**config.mk**
```make
export PLATFORM = sky130hd
export DESIGN_NAME = vga_timing_gen
export DESIGN_NICKNAME = d
export VERILOG_FILES = /design/src/rtl/vga_pkg.sv /design/src/rtl/pixel_strobe.sv /design/src/rtl/vga_timing_gen.sv
export SDC_FILE = /design/constraint.sdc
export NUM_CORES = 1
export LEC_CHECK = 0
export ABC_AREA = 0
export CAP_MARGIN = 20
export CORE_ASPECT_RATIO = 1.5
export CORE_MARGIN = 4
export CORE_UTILIZATION = 49
export CTS_CLUSTER_SIZE = 20
export DETAILED_ROUTE_END_ITERATION = 16
export PLACE_DENSITY = 0.78
export SYNTH_ARGS = -nofsm -noshare
export SYNTH_HDL_FRONTEND = slang
export SYNTH_SLANG_ARGS = --single-unit
```
**constraint.sdc**
```tcl
create_clock -name clk -period 2.3 [get_ports clk]
set_input_delay 0.46 -clock clk [delete_from_list [all_inputs] [get_ports clk]]
set_output_delay 0.46 -clock clk [all_outputs]
set_load 0.05 [all_outputs]
```
**src/rtl/vga_pkg.sv**
```systemverilog
// vga_pkg: default 640x480@60 timing constants, derived totals, and the
// Buscaminas 8x8 board geometry shared with the cell-position decoder.
package vga_pkg;

  localparam int unsigned CNT_W = 10;

  localparam int unsigned H_ACTIVE_DEF = 640;
  localparam int unsigned H_FP_DEF     = 16;
  localparam int unsigned H_SYNC_DEF   = 96;
  localparam int unsigned H_BP_DEF     = 48;
  localparam int unsigned V_ACTIVE_DEF = 480;
  localparam int unsigned V_FP_DEF     = 10;
  localparam int unsigned V_SYNC_DEF   = 2;
  localparam int unsigned V_BP_DEF     = 33;

  localparam int unsigned H_TOTAL_DEF = H_ACTIVE_DEF + H_FP_DEF + H_SYNC_DEF + H_BP_DEF;
  localparam int unsigned V_TOTAL_DEF = V_ACTIVE_DEF + V_FP_DEF + V_SYNC_DEF + V_BP_DEF;

  // Board is 8x8 cells of 48 px, centred horizontally in the visible area.
  localparam int unsigned GRID_COLS = 8;
  localparam int unsigned GRID_ROWS = 8;
  localparam int unsigned CELL_PX   = 48;
  localparam int unsigned BOARD_X0  = 128;
  localparam int unsigned BOARD_Y0  = 48;
  localparam int unsigned BOARD_X1  = BOARD_X0 + GRID_COLS * CELL_PX;
  localparam int unsigned BOARD_Y1  = BOARD_Y0 + GRID_ROWS * CELL_PX;

  function automatic logic in_window(input logic [CNT_W-1:0] v,
                                     input logic [CNT_W-1:0] first,
                                     input logic [CNT_W-1:0] last);
    return (v >= first) && (v <= last);
  endfunction

endpackage

```
**src/rtl/pixel_strobe.sv**
```systemverilog
// pixel_strobe: divide-by-2 pixel enable from a toggle flop; only built when
// VGA_PIXEL_DIV_EN is defined (2x clock build).
`ifdef VGA_PIXEL_DIV_EN
module pixel_strobe (
  input  logic clk,
  input  logic rst,
  output logic pix_en
);

  always_ff @(posedge clk or posedge rst) begin
    if (rst) pix_en <= 1'b0;
    else     pix_en <= ~pix_en;
  end

endmodule
`endif

```
**src/rtl/vga_timing_gen.sv**
```systemverilog
// vga_timing_gen: VGA raster counters, negative syncs, video-active and line/frame strobes.
// Define VGA_PIXEL_DIV_EN to run from a 2x clock with an internal divide-by-2 pixel enable.
module vga_timing_gen
  import vga_pkg::*;
#(
  parameter int unsigned H_ACTIVE = H_ACTIVE_DEF,
  parameter int unsigned H_FP     = H_FP_DEF,
  parameter int unsigned H_SYNC   = H_SYNC_DEF,
  parameter int unsigned H_BP     = H_BP_DEF,
  parameter int unsigned V_ACTIVE = V_ACTIVE_DEF,
  parameter int unsigned V_FP     = V_FP_DEF,
  parameter int unsigned V_SYNC   = V_SYNC_DEF,
  parameter int unsigned V_BP     = V_BP_DEF
) (
  input  logic             clk,
  input  logic             rst,
  output logic [CNT_W-1:0] hs,
  output logic [CNT_W-1:0] vs,
  output logic             hsync_n,
  output logic             vsync_n,
  output logic             video_on,
  output logic             pix_en,
  output logic             line_start,
  output logic             frame_start
);

  localparam int unsigned H_TOTAL  = H_ACTIVE + H_FP + H_SYNC + H_BP;
  localparam int unsigned V_TOTAL  = V_ACTIVE + V_FP + V_SYNC + V_BP;
  localparam int unsigned HS_FIRST = H_ACTIVE + H_FP;
  localparam int unsigned HS_LAST  = HS_FIRST + H_SYNC - 1;
  localparam int unsigned VS_FIRST = V_ACTIVE + V_FP;
  localparam int unsigned VS_LAST  = VS_FIRST + V_SYNC - 1;
  localparam int unsigned CNT_MAX  = 1 << CNT_W;

  if (H_TOTAL > CNT_MAX || V_TOTAL > CNT_MAX) begin : g_bad_total
    $error("vga_timing_gen: H_TOTAL or V_TOTAL exceeds the 10-bit counter range");
  end

  logic             strobe;
  logic [CNT_W-1:0] hs_nxt;
  logic [CNT_W-1:0] vs_nxt;
  logic             h_wrap;
  logic             v_wrap;

`ifdef VGA_PIXEL_DIV_EN
  pixel_strobe u_pixel_strobe (
    .clk    (clk),
    .rst    (rst),
    .pix_en (strobe)
  );
`else
  assign strobe = 1'b1;
`endif

  assign pix_en = strobe;

  // Next raster position; holds between strobes.
  always_comb begin
    hs_nxt = hs;
    vs_nxt = vs;
    h_wrap = 1'b0;
    v_wrap = 1'b0;
    if (strobe) begin
      if (hs == CNT_W'(H_TOTAL - 1)) begin
        hs_nxt = '0;
        h_wrap = 1'b1;
        if (vs == CNT_W'(V_TOTAL - 1)) begin
          vs_nxt = '0;
          v_wrap = 1'b1;
        end else begin
          vs_nxt = vs + CNT_W'(1);
        end
      end else begin
        hs_nxt = hs + CNT_W'(1);
      end
    end
  end

  // Decodes come from the next-state counters so they line up with hs/vs.
  always_ff @(posedge clk or posedge rst) begin
    if (rst) begin
      hs          <= '0;
      vs          <= '0;
      hsync_n     <= 1'b1;
      vsync_n     <= 1'b1;
      video_on    <= 1'b0;
      line_start  <= 1'b0;
      frame_start <= 1'b0;
    end else begin
      hs          <= hs_nxt;
      vs          <= vs_nxt;
      line_start  <= h_wrap;
      frame_start <= v_wrap;
      if (strobe) begin
        hsync_n  <= ~in_window(hs_nxt, CNT_W'(HS_FIRST), CNT_W'(HS_LAST));
        vsync_n  <= ~in_window(vs_nxt, CNT_W'(VS_FIRST), CNT_W'(VS_LAST));
        video_on <= (hs_nxt < CNT_W'(H_ACTIVE)) && (vs_nxt < CNT_W'(V_ACTIVE));
      end
    end
  end

endmodule

```
==> flow_metrics.env, run 1 <==
export IMPL_outcome="finished clean"
export IMPL_die_area_sq_um=3430
export IMPL_synth_most_common_cell="dfrtp_1"
export IMPL_antenna_cells=0
export IMPL_globalplace_congestion=0.907
export IMPL_seqCellArea_sq_um=628
export IMPL_crit_fanout=11
export IMPL_syn_area_sq_um=1240
export IMPL_synth_nets=127
export IMPL_synth_area_leaders="dfrtp_1 46%, dfstp_2 4.2%, xnor2_1 4.2%"
export IMPL_grt_pass1_vias=980
export IMPL_end_kind="flop"
export IMPL_clk_pin_slew_ns=0.13
export IMPL_p_leak_nw=0.667
export IMPL_wl_per_cell_microns=14.2
export IMPL_ff2ff_setup_slack_ns=0.17
export IMPL_worstSetupStartpoint="hs[0]"
export IMPL_hold_viol=0
export IMPL_crit_end="vsync_n"
export IMPL_hold_buffers=0
export IMPL_port_buffers=26
export IMPL_nNetsFinal=157
export IMPL_ff2ff_path_depth=8
export IMPL_dp_hpwl_microns=1870
export IMPL_ys_top_cells_by_count="23 x dfrtp_1, 12 x nand2_1, 10 x nand3_1"
export IMPL_min_period_over_period_pct=92.6
export IMPL_rr_endpoint="vsync_n"
export IMPL_cp_data_arrival_time_ns=2.37
export IMPL_cts_path_max_buffers=2
export IMPL_fin_ws_ns=0.171
export IMPL_antenna_found_initial=0
export IMPL_synth_async_reset_ratio_pct=100
export IMPL_cap_violations=0
export IMPL_ir_worst_vdd_uv=280
export IMPL_num_fill_cells=197
export IMPL_ys_seq_area_share_pct=50.5
export IMPL_drcViolationCount=0
export IMPL_initial_core_util_pct=50.8
export IMPL_cts_buffers=3
export IMPL_clock_tree_root_cell="clkbuf_4"
export IMPL_initialDrtViolationCount=9
export IMPL_cts_tree="yes"
export IMPL_ys_seq_elements=25
export IMPL_yosysUniqueCellTypes=36
export IMPL_cts_setup_buffers=0
export IMPL_synth_edf_count=0
export IMPL_min_path_type="input port to asynchronous set/reset pin"
export IMPL_rsz0062_at_grt="no"
export IMPL_yosys_most_used_dff="dfrtp_1"
export IMPL_die_x_microns=49.2
export IMPL_crit_required_ns=2.54
export IMPL_grt_max_degree=26
export IMPL_track_usage_pct=15.8
export IMPL_yosysWarnings=0
export IMPL_postRouteAntennaNets=0
export IMPL_path_class="flop to flop"
export IMPL_htree_levels=1
export IMPL_preCtsSetupSlack_ns=0.108
export IMPL_core_area_sq_um=2450
export IMPL_fin_setup_tns_ns=0
export IMPL_wirelength_microns=2480
export IMPL_overflow=0
export IMPL_slew_violations=0
export IMPL_timing_fmax_mhz=470
export IMPL_synth_top_area_cell="dfrtp_1"
export IMPL_setup_viol=0
export IMPL_drive_above_1_share_pct=10.7
export IMPL_timing_rr_start="hs[0]"
export IMPL_dr_pass1_iters=4
export IMPL_avgViaCountPerCell=5.76
export IMPL_start_kind="flop"
export IMPL_vias=1002
export IMPL_row_count=22
export IMPL_fin_skew_ns=0.00235
export IMPL_finalCriticalPeriod_ns=2.13
export IMPL_layout_area_overhead_vs_synth_pct=25.7
export IMPL_slew_limit_headroom_pct=66.5
export IMPL_ios=28
export IMPL_clock_sinks=25
export IMPL_fp_dieH_microns=69.7
export IMPL_synth_top_cell_area_share_pct=46.2
export IMPL_insertion_delay_ns=0.31
export IMPL_multi_input_area_sq_um=583
export IMPL_synthCells=121
export IMPL_p_per_area_nw_per_um2=411
export IMPL_syn_area_per_cell_sq_um=10.3
export IMPL_grt_pass1_wl_microns=4310
export IMPL_p_total_mw=0.643
export IMPL_tightest_slew_ns=0.501
-- cell families after synthesis --
kind of cell    Yosys count  synth area share (%)
compound gates           16                  8.14
xor+xnor                 10                  7.03
fa+ha+maj                 4                  4.02
buf+inv                   9                  3.11
flops                    25                  50.5
mux                       3                  2.61
other cells               1                 0.301
simple gates             53                  24.3
-- worst min-delay path by stage --
stage                   to  slack (ns)  cells after the start
2_1_floorplan  frame_start        0.49                      1
3_3_place_gp         hs[0]        0.51                      1
5_1_grt        frame_start        0.50                      3
4_1_cts              vs[1]        0.48                      3
3_5_place_dp         vs[8]        0.54                      1
6_report        line_start        0.47                      3
-- critical path, cell delays in order, from the launching register on --
cell,delay (ns)
dfrtp_1,0.45
ha_1,0.25
and4_1,0.25
nand3_2,0.20
inv_4,0.18
nand4_1,0.13
xnor2_1,0.24
and4_1,0.24
nand4b_1,0.11
-- metrics by stage --
step | instance area (sq um) | util [%] | hold slack [ns] | instances
3_5_place_dp | 1530 | 62.5 | 0.542 | 170
4_1_cts | 1560 | 63.6 | 0.483 | 174
5_1_grt | 1570 | 63.9 | 0.502 | 174
6_report | 1570 | 63.9 | 0.466 | 174
3_3_place_gp | 1530 | 62.5 | 0.509 | 170
2_1_floorplan | 1240 | - | 0.486 | 121
-- cells in the final DEF (no fill, tap or decap), types with 3 or more instances in the layout --
cell type         n
xor2_1            4
clkdlybuf4s50_1  26
inv_1             6
ha_1              4
nand3_1          10
dfrtp_1          23
nor2b_1           3
a22o_1            3
o21ai_0           8
xnor2_1           6
nor2_1            8
nand2_1          12
clkbuf_4          3
-- routing by layer --
metal	up-vias	GRT usage, %	share of wire, %
met3	5	2.37	2.8
met4	0	6.96	1.5
li1	479	-	-
met2	26	26.6	52
met1	492	19.6	44
met5	-	0	0
-- sequential cells by signal (all words and copies together) (netlist names) --
| signal | count |
|---|---|
| vs | 10 |
| vsync_n | 1 |
| video_on | 1 |
| frame_start | 1 |
| hsync_n | 1 |
| line_start | 1 |
| hs | 10 |
-- layout make-up --
cell class	count	area share, %
sequential	25	40.1
multi-input combinational	87	37.3
timing repair buffer	27	17.1
tap	24	1.92
inverter	7	1.84
clock buffer	3	1.44
clock inverter	1	0.320
-- where the power goes --
group	total [mW]	internal [mW]	switching [mW]
clock network	0.189	0.0651	0.124
logic	0.0145	0.00272	0.0118
registers	0.440	0.440	0
total	0.643	0.507	0.135
-- repair_timing --
action	CTS	global route
hold endpoints to repair	0	0
resized for setup	0	2
endpoints found under the setup margin	0	2
Power figures use the tool's default switching activity.
==> run 2, diff against run 1 <==
--- a/config.mk
+++ b/config.mk
@@ -5,14 +5,12 @@
 export SDC_FILE = /design/constraint.sdc
 export NUM_CORES = 1
 export LEC_CHECK = 0
-export ABC_AREA = 0
 export CAP_MARGIN = 20
 export CORE_ASPECT_RATIO = 1.5
-export CORE_MARGIN = 4
 export CORE_UTILIZATION = 49
 export CTS_CLUSTER_SIZE = 20
 export DETAILED_ROUTE_END_ITERATION = 16
-export PLACE_DENSITY = 0.78
+export PLACE_DENSITY = 0.87
 export SYNTH_ARGS = -nofsm -noshare
 export SYNTH_HDL_FRONTEND = slang
 export SYNTH_SLANG_ARGS = --single-unit
==> flow_metrics.env, run 2 (same netlist as run 1, synthesis figures left out) <==
export IMPL_outcome="finished clean"
export IMPL_slew_violations=0
export IMPL_clock_sinks=25
export IMPL_rsz0062_at_grt="no"
export IMPL_top_regs="hs: 10 flops, vs: 10 flops"
export IMPL_antenna_cells=0
export IMPL_crit_required_ns=2.54
export IMPL_cts_tree="yes"
export IMPL_drcViolationCount=0
export IMPL_track_usage_pct=20.0
export IMPL_fp_dieH_microns=63.7
export IMPL_rr_endpoint="vsync_n"
export IMPL_avgViaCountPerCell=5.90
export IMPL_ios=28
export IMPL_fin_worst_hold_slack_ns=0.483
export IMPL_mostFrequentLayoutCells="26 x clkdlybuf4s50_1, 23 x dfrtp_1, 12 x nand2_1"
export IMPL_antenna_found_initial=0
export IMPL_tightest_slew_ns=0.504
export IMPL_grt_pass1_vias=957
export IMPL_crit_chain="or4b_4 > nor4_4 > nor2_1 > a22o_1 > nor2b_1 > nand4b_1"
export IMPL_hold_buffers=0
export IMPL_slew_limit_headroom_pct=66.3
export IMPL_min_path_type="input port to asynchronous set/reset pin"
export IMPL_finalCriticalPeriod_ns=2.19
export IMPL_nNetsFinal=157
export IMPL_grt_max_degree=26
export IMPL_overflow=0
export IMPL_die_area_sq_um=2750
export IMPL_row_count=22
export IMPL_wirelength_microns=2520
export IMPL_ff2ff_path_depth=6
export IMPL_core_area_sq_um=2420
export IMPL_clock_tree_root_cell="clkbuf_4"
export IMPL_layout_area_overhead_vs_synth_pct=25.4
export IMPL_slowest_delay_ns=0.58
export IMPL_layout_commonest_cell="clkdlybuf4s50_1"
export IMPL_htree_levels=1
export IMPL_cp_data_arrival_time_ns=2.43
export IMPL_setup_viol=0
export IMPL_end_kind="flop"
export IMPL_cp_slowest_cell="or4b_4"
export IMPL_drive_above_1_share_pct=10.0
export IMPL_timing_fmax_mhz=456
export IMPL_port_buffers=26
export IMPL_min_period_over_period_pct=95.4
export IMPL_fin_setup_tns_ns=0
export IMPL_clk_pin_slew_ns=0.13
export IMPL_ir_worst_vdd_uv=364
export IMPL_ff2ff_setup_slack_ns=0.11
export IMPL_cts_resized_gates=0
export IMPL_cts_buffers=3
export IMPL_grt_pass1_wl_microns=4240
export IMPL_p_leak_nw=0.664
export IMPL_hold_viol=0
export IMPL_fin_skew_ns=0.00503
export IMPL_postRouteAntennaNets=0
export IMPL_dr_pass1_iters=4
export IMPL_die_x_microns=43.2
export IMPL_initial_core_util_pct=51.4
export IMPL_cap_violations=0
export IMPL_cts_setup_buffers=0
export IMPL_p_per_area_nw_per_um2=412
export IMPL_dp_hpwl_microns=1870
export IMPL_globalplace_congestion=0.953
export IMPL_vias=1027
export IMPL_start_kind="flop"
export IMPL_initialDrtViolationCount=27
export IMPL_cts_path_max_buffers=2
export IMPL_path_class="flop to flop"
export IMPL_crit_fanout=8
export IMPL_timing_rr_start="vs[4]"
export IMPL_insertion_delay_ns=0.31
export IMPL_wl_per_cell_microns=14.5
[run 2: worst max path at each step]
stage,startpoint,endpoint
floorplan,hs[0],video_on
global placement,vs[4],vsync_n
detailed placement,vs[4],vsync_n
CTS,vs[4],vsync_n
global route,vs[4],vsync_n
finish,vs[4],vsync_n
[run 2: area by class of cell]
type / count / area, sq um
fillers: 195 / 861
flip-flops and latches: 25 / 628
multi-input cells: 87 / 583
repair buffers: 27 / 268
well taps: 24 / 30.0
clock buffers: 4 / 26.3
inverters: 7 / 26.3
[run 2: critical path: cells and delay by family, from the launching register on]
kind / cells / cell delay [ns]
flops: 1 / 0.49
simple gates: 5 / 1.39
compound gates: 1 / 0.25
[run 2: routing by layer]
layer	track usage, %	up-vias	wire, microns
li1	-	484	-
met1	26.0	491	1040
met2	32.8	44	1300
met3	1.98	8	117
met4	9.47	0	57
met5	0	-	0
[run 2: metrics by stage]
step           utilization (%)  power (mW)  cell area (sq um)  setup slack (ns)  cells
2_1_floorplan                -       0.459               1240            0.0348    121
3_3_place_gp              63.2       0.463               1530             0.161    170
3_5_place_dp              63.2       0.464               1530             0.134    170
4_1_cts                   64.3       0.655               1560             0.111    174
5_1_grt                   64.5       0.672               1560            0.0160    174
6_report                  64.5       0.643               1560             0.106    174
[run 2: report_power, final]
| part | leakage (nW) | switching, mW | total (mW) | internal (mW) |
|---|---|---|---|---|
| Combinational | 0.327 | 0.0123 | 0.0150 | 0.00272 |
| Sequential | 0.323 | 0 | 0.440 | 0.440 |
| Clock | 0.0150 | 0.120 | 0.188 | 0.0677 |
| Total | 0.664 | 0.133 | 0.643 | 0.510 |
==> run 3, diff against run 2 <==
--- a/config.mk
+++ b/config.mk
@@ -7,10 +7,11 @@
 export LEC_CHECK = 0
 export CAP_MARGIN = 20
 export CORE_ASPECT_RATIO = 1.5
-export CORE_UTILIZATION = 49
+export CORE_UTILIZATION = 35
 export CTS_CLUSTER_SIZE = 20
 export DETAILED_ROUTE_END_ITERATION = 16
-export PLACE_DENSITY = 0.87
+export PLACE_DENSITY = 0.68
+export SLEW_MARGIN = 20
 export SYNTH_ARGS = -nofsm -noshare
 export SYNTH_HDL_FRONTEND = slang
 export SYNTH_SLANG_ARGS = --single-unit
==> flow_metrics.env, run 3 (same netlist as run 1, synthesis figures left out) <==
export IMPL_path_depth=6
export IMPL_port_buffers=26
export IMPL_insertion_delay_ns=0.26
export IMPL_crit_chain="or4b_4 > nor4_4 > nor2_1 > a22o_1 > nor2b_1 > nand4b_1"
export IMPL_dr_max_layer_used="met4"
export IMPL_setup_viol=0
export IMPL_slowest_delay_ns=0.58
export IMPL_cts_buffers=3
export IMPL_globalplace_congestion=0.834
export IMPL_nNetsFinal=157
export IMPL_min_path_type="flop to flop"
export IMPL_end_kind="flop"
export IMPL_antenna_cells=0
export IMPL_timing_fmax_mhz=475
export IMPL_slew_limit_headroom_pct=66.8
export IMPL_cp_slowest_cell="or4b_4"
export IMPL_rsz0062_at_grt="no"
export IMPL_ff2ff_path_depth=6
export IMPL_core_area_sq_um=3420
export IMPL_fp_dieH_microns=75.0
export IMPL_fin_skew_ns=0.00231
export IMPL_layout_commonest_cell="clkdlybuf4s50_1"
export IMPL_outcome="finished clean"
export IMPL_layout_area_overhead_vs_synth_pct=28.3
export IMPL_fin_setup_tns_ns=0
export IMPL_grt_max_degree=26
export IMPL_cts_path_max_buffers=2
export IMPL_wl_met2_microns=1330
export IMPL_dp_hpwl_microns=1930
export IMPL_timing_rr_start="vs[4]"
export IMPL_cp_data_arrival_time_ns=2.29
export IMPL_die_area_sq_um=3800
export IMPL_hold_viol=0
export IMPL_crit_fanout=8
export IMPL_mostFrequentLayoutCells="26 x clkdlybuf4s50_1, 23 x dfrtp_1, 12 x nand2_1"
export IMPL_avgViaCountPerCell=5.28
export IMPL_rr_endpoint="vsync_n"
export IMPL_grt_pass1_vias=1001
export IMPL_overflow=0
export IMPL_wl_met1_microns=990
export IMPL_htree_levels=1
export IMPL_drive_above_1_share_pct=9.33
export IMPL_row_count=26
export IMPL_wl_per_cell_microns=12.9
export IMPL_hold_path_startpoint="hs[0]"
export IMPL_tightest_slew_ns=0.496
export IMPL_fin_worst_hold_slack_ns=0.535
export IMPL_whs_path_depth=1
export IMPL_antenna_found_initial=0
export IMPL_clock_sinks=25
export IMPL_postRouteAntennaNets=0
export IMPL_path_class="flop to flop"
export IMPL_dr_pass1_iters=4
export IMPL_top_regs="hs: 10 flops, vs: 10 flops"
export IMPL_ff2ff_setup_slack_ns=0.19
export IMPL_dr_wl_met3_microns=94
export IMPL_clk_pin_slew_ns=0.08
export IMPL_p_per_area_nw_per_um2=442
export IMPL_grt_pass1_wl_microns=4330
export IMPL_crit_required_ns=2.48
export IMPL_die_x_microns=50.7
export IMPL_ir_worst_vdd_uv=214
export IMPL_track_usage_pct=15.2
export IMPL_p_leak_nw=0.672
export IMPL_clock_tree_root_cell="clkbuf_8"
export IMPL_slew_violations=0
export IMPL_initial_core_util_pct=36.4
export IMPL_min_period_over_period_pct=91.6
export IMPL_min_to="hs[0]"
export IMPL_cp_buffers_inverters=0
export IMPL_cts_resized_gates=0
export IMPL_cp_top_family="simple AND/OR/NAND/NOR gates"
export IMPL_ios=28
export IMPL_vias=1014
export IMPL_wirelength_microns=2470
export IMPL_initialDrtViolationCount=23
export IMPL_cap_violations=0
export IMPL_finalCriticalPeriod_ns=2.11
export IMPL_drcViolationCount=0
export IMPL_cts_tree="yes"
export IMPL_worstSetupStartpoint="vs[4]"
export IMPL_start_kind="flop"
-- run 3: changes by cell type in the layout (fill, tap and decap cells not counted) --
cell,delta
clkbuf_8,+3
nor3_2,-1
nor3_1,+1
clkbuf_4,-3
-- run 3: final cells by class --
class	instances	area, sq um
clock buffer	4	45.0
timing repair buffer	27	268
tap	42	52.6
fill	331	1820
inverter	7	26.3
multi-input combinational	87	578
sequential	25	628
-- run 3: worst max path at each step --
stage / endpoint / slack [ns]
floorplan: video_on / 0.03
global placement: vsync_n / 0.15
CTS: vsync_n / 0.1
finish: vsync_n / 0.19
detailed placement: vsync_n / 0.11
global route: vsync_n / 0.009
-- run 3: power breakdown --
| group | internal, mW | switching (mW) |
|---|---|---|
| sequential | 0.439 | 0 |
| combinational | 0.00273 | 0.0118 |
| clock | 0.124 | 0.128 |
-- run 3: per-stage QoR --
stage / cell area [sq um] / power [mW] / setup slack [ns] / util (%) / cells
final: 1600 / 0.706 / 0.194 / 46.8 / 192
after CTS: 1600 / 0.715 / 0.0954 / 46.8 / 192
after detailed placement: 1550 / 0.463 / 0.109 / 45.5 / 188
after global placement: 1550 / 0.463 / 0.152 / 45.5 / 188
after floorplan: 1240 / 0.459 / 0.0348 / - / 121
after global routing: 1600 / 0.734 / 0.00906 / 46.8 / 192
-- run 3: worst reg2reg max path, cell delays in order (launching register included) --
cell and delay (ns):
dfrtp_1 0.47, or4b_4 0.58, nor4_4 0.29, nor2_1 0.19, a22o_1 0.25, nor2b_1 0.14, nand4b_1 0.11
-- run 3: timing repair --
item | 4_1_cts | 5_1_grt
hold buffers | 0 | 0
endpoints found under the setup margin | 0 | 1
setup buffers | 0 | 0
-- run 3: per-layer routing --
layer | GRT usage (%) | vias up
met1 | 16.5 | 488
met4 | 9.57 | 0
li1 | - | 481
met3 | 1.82 | 6
met5 | 0 | -
met2 | 27.7 | 39
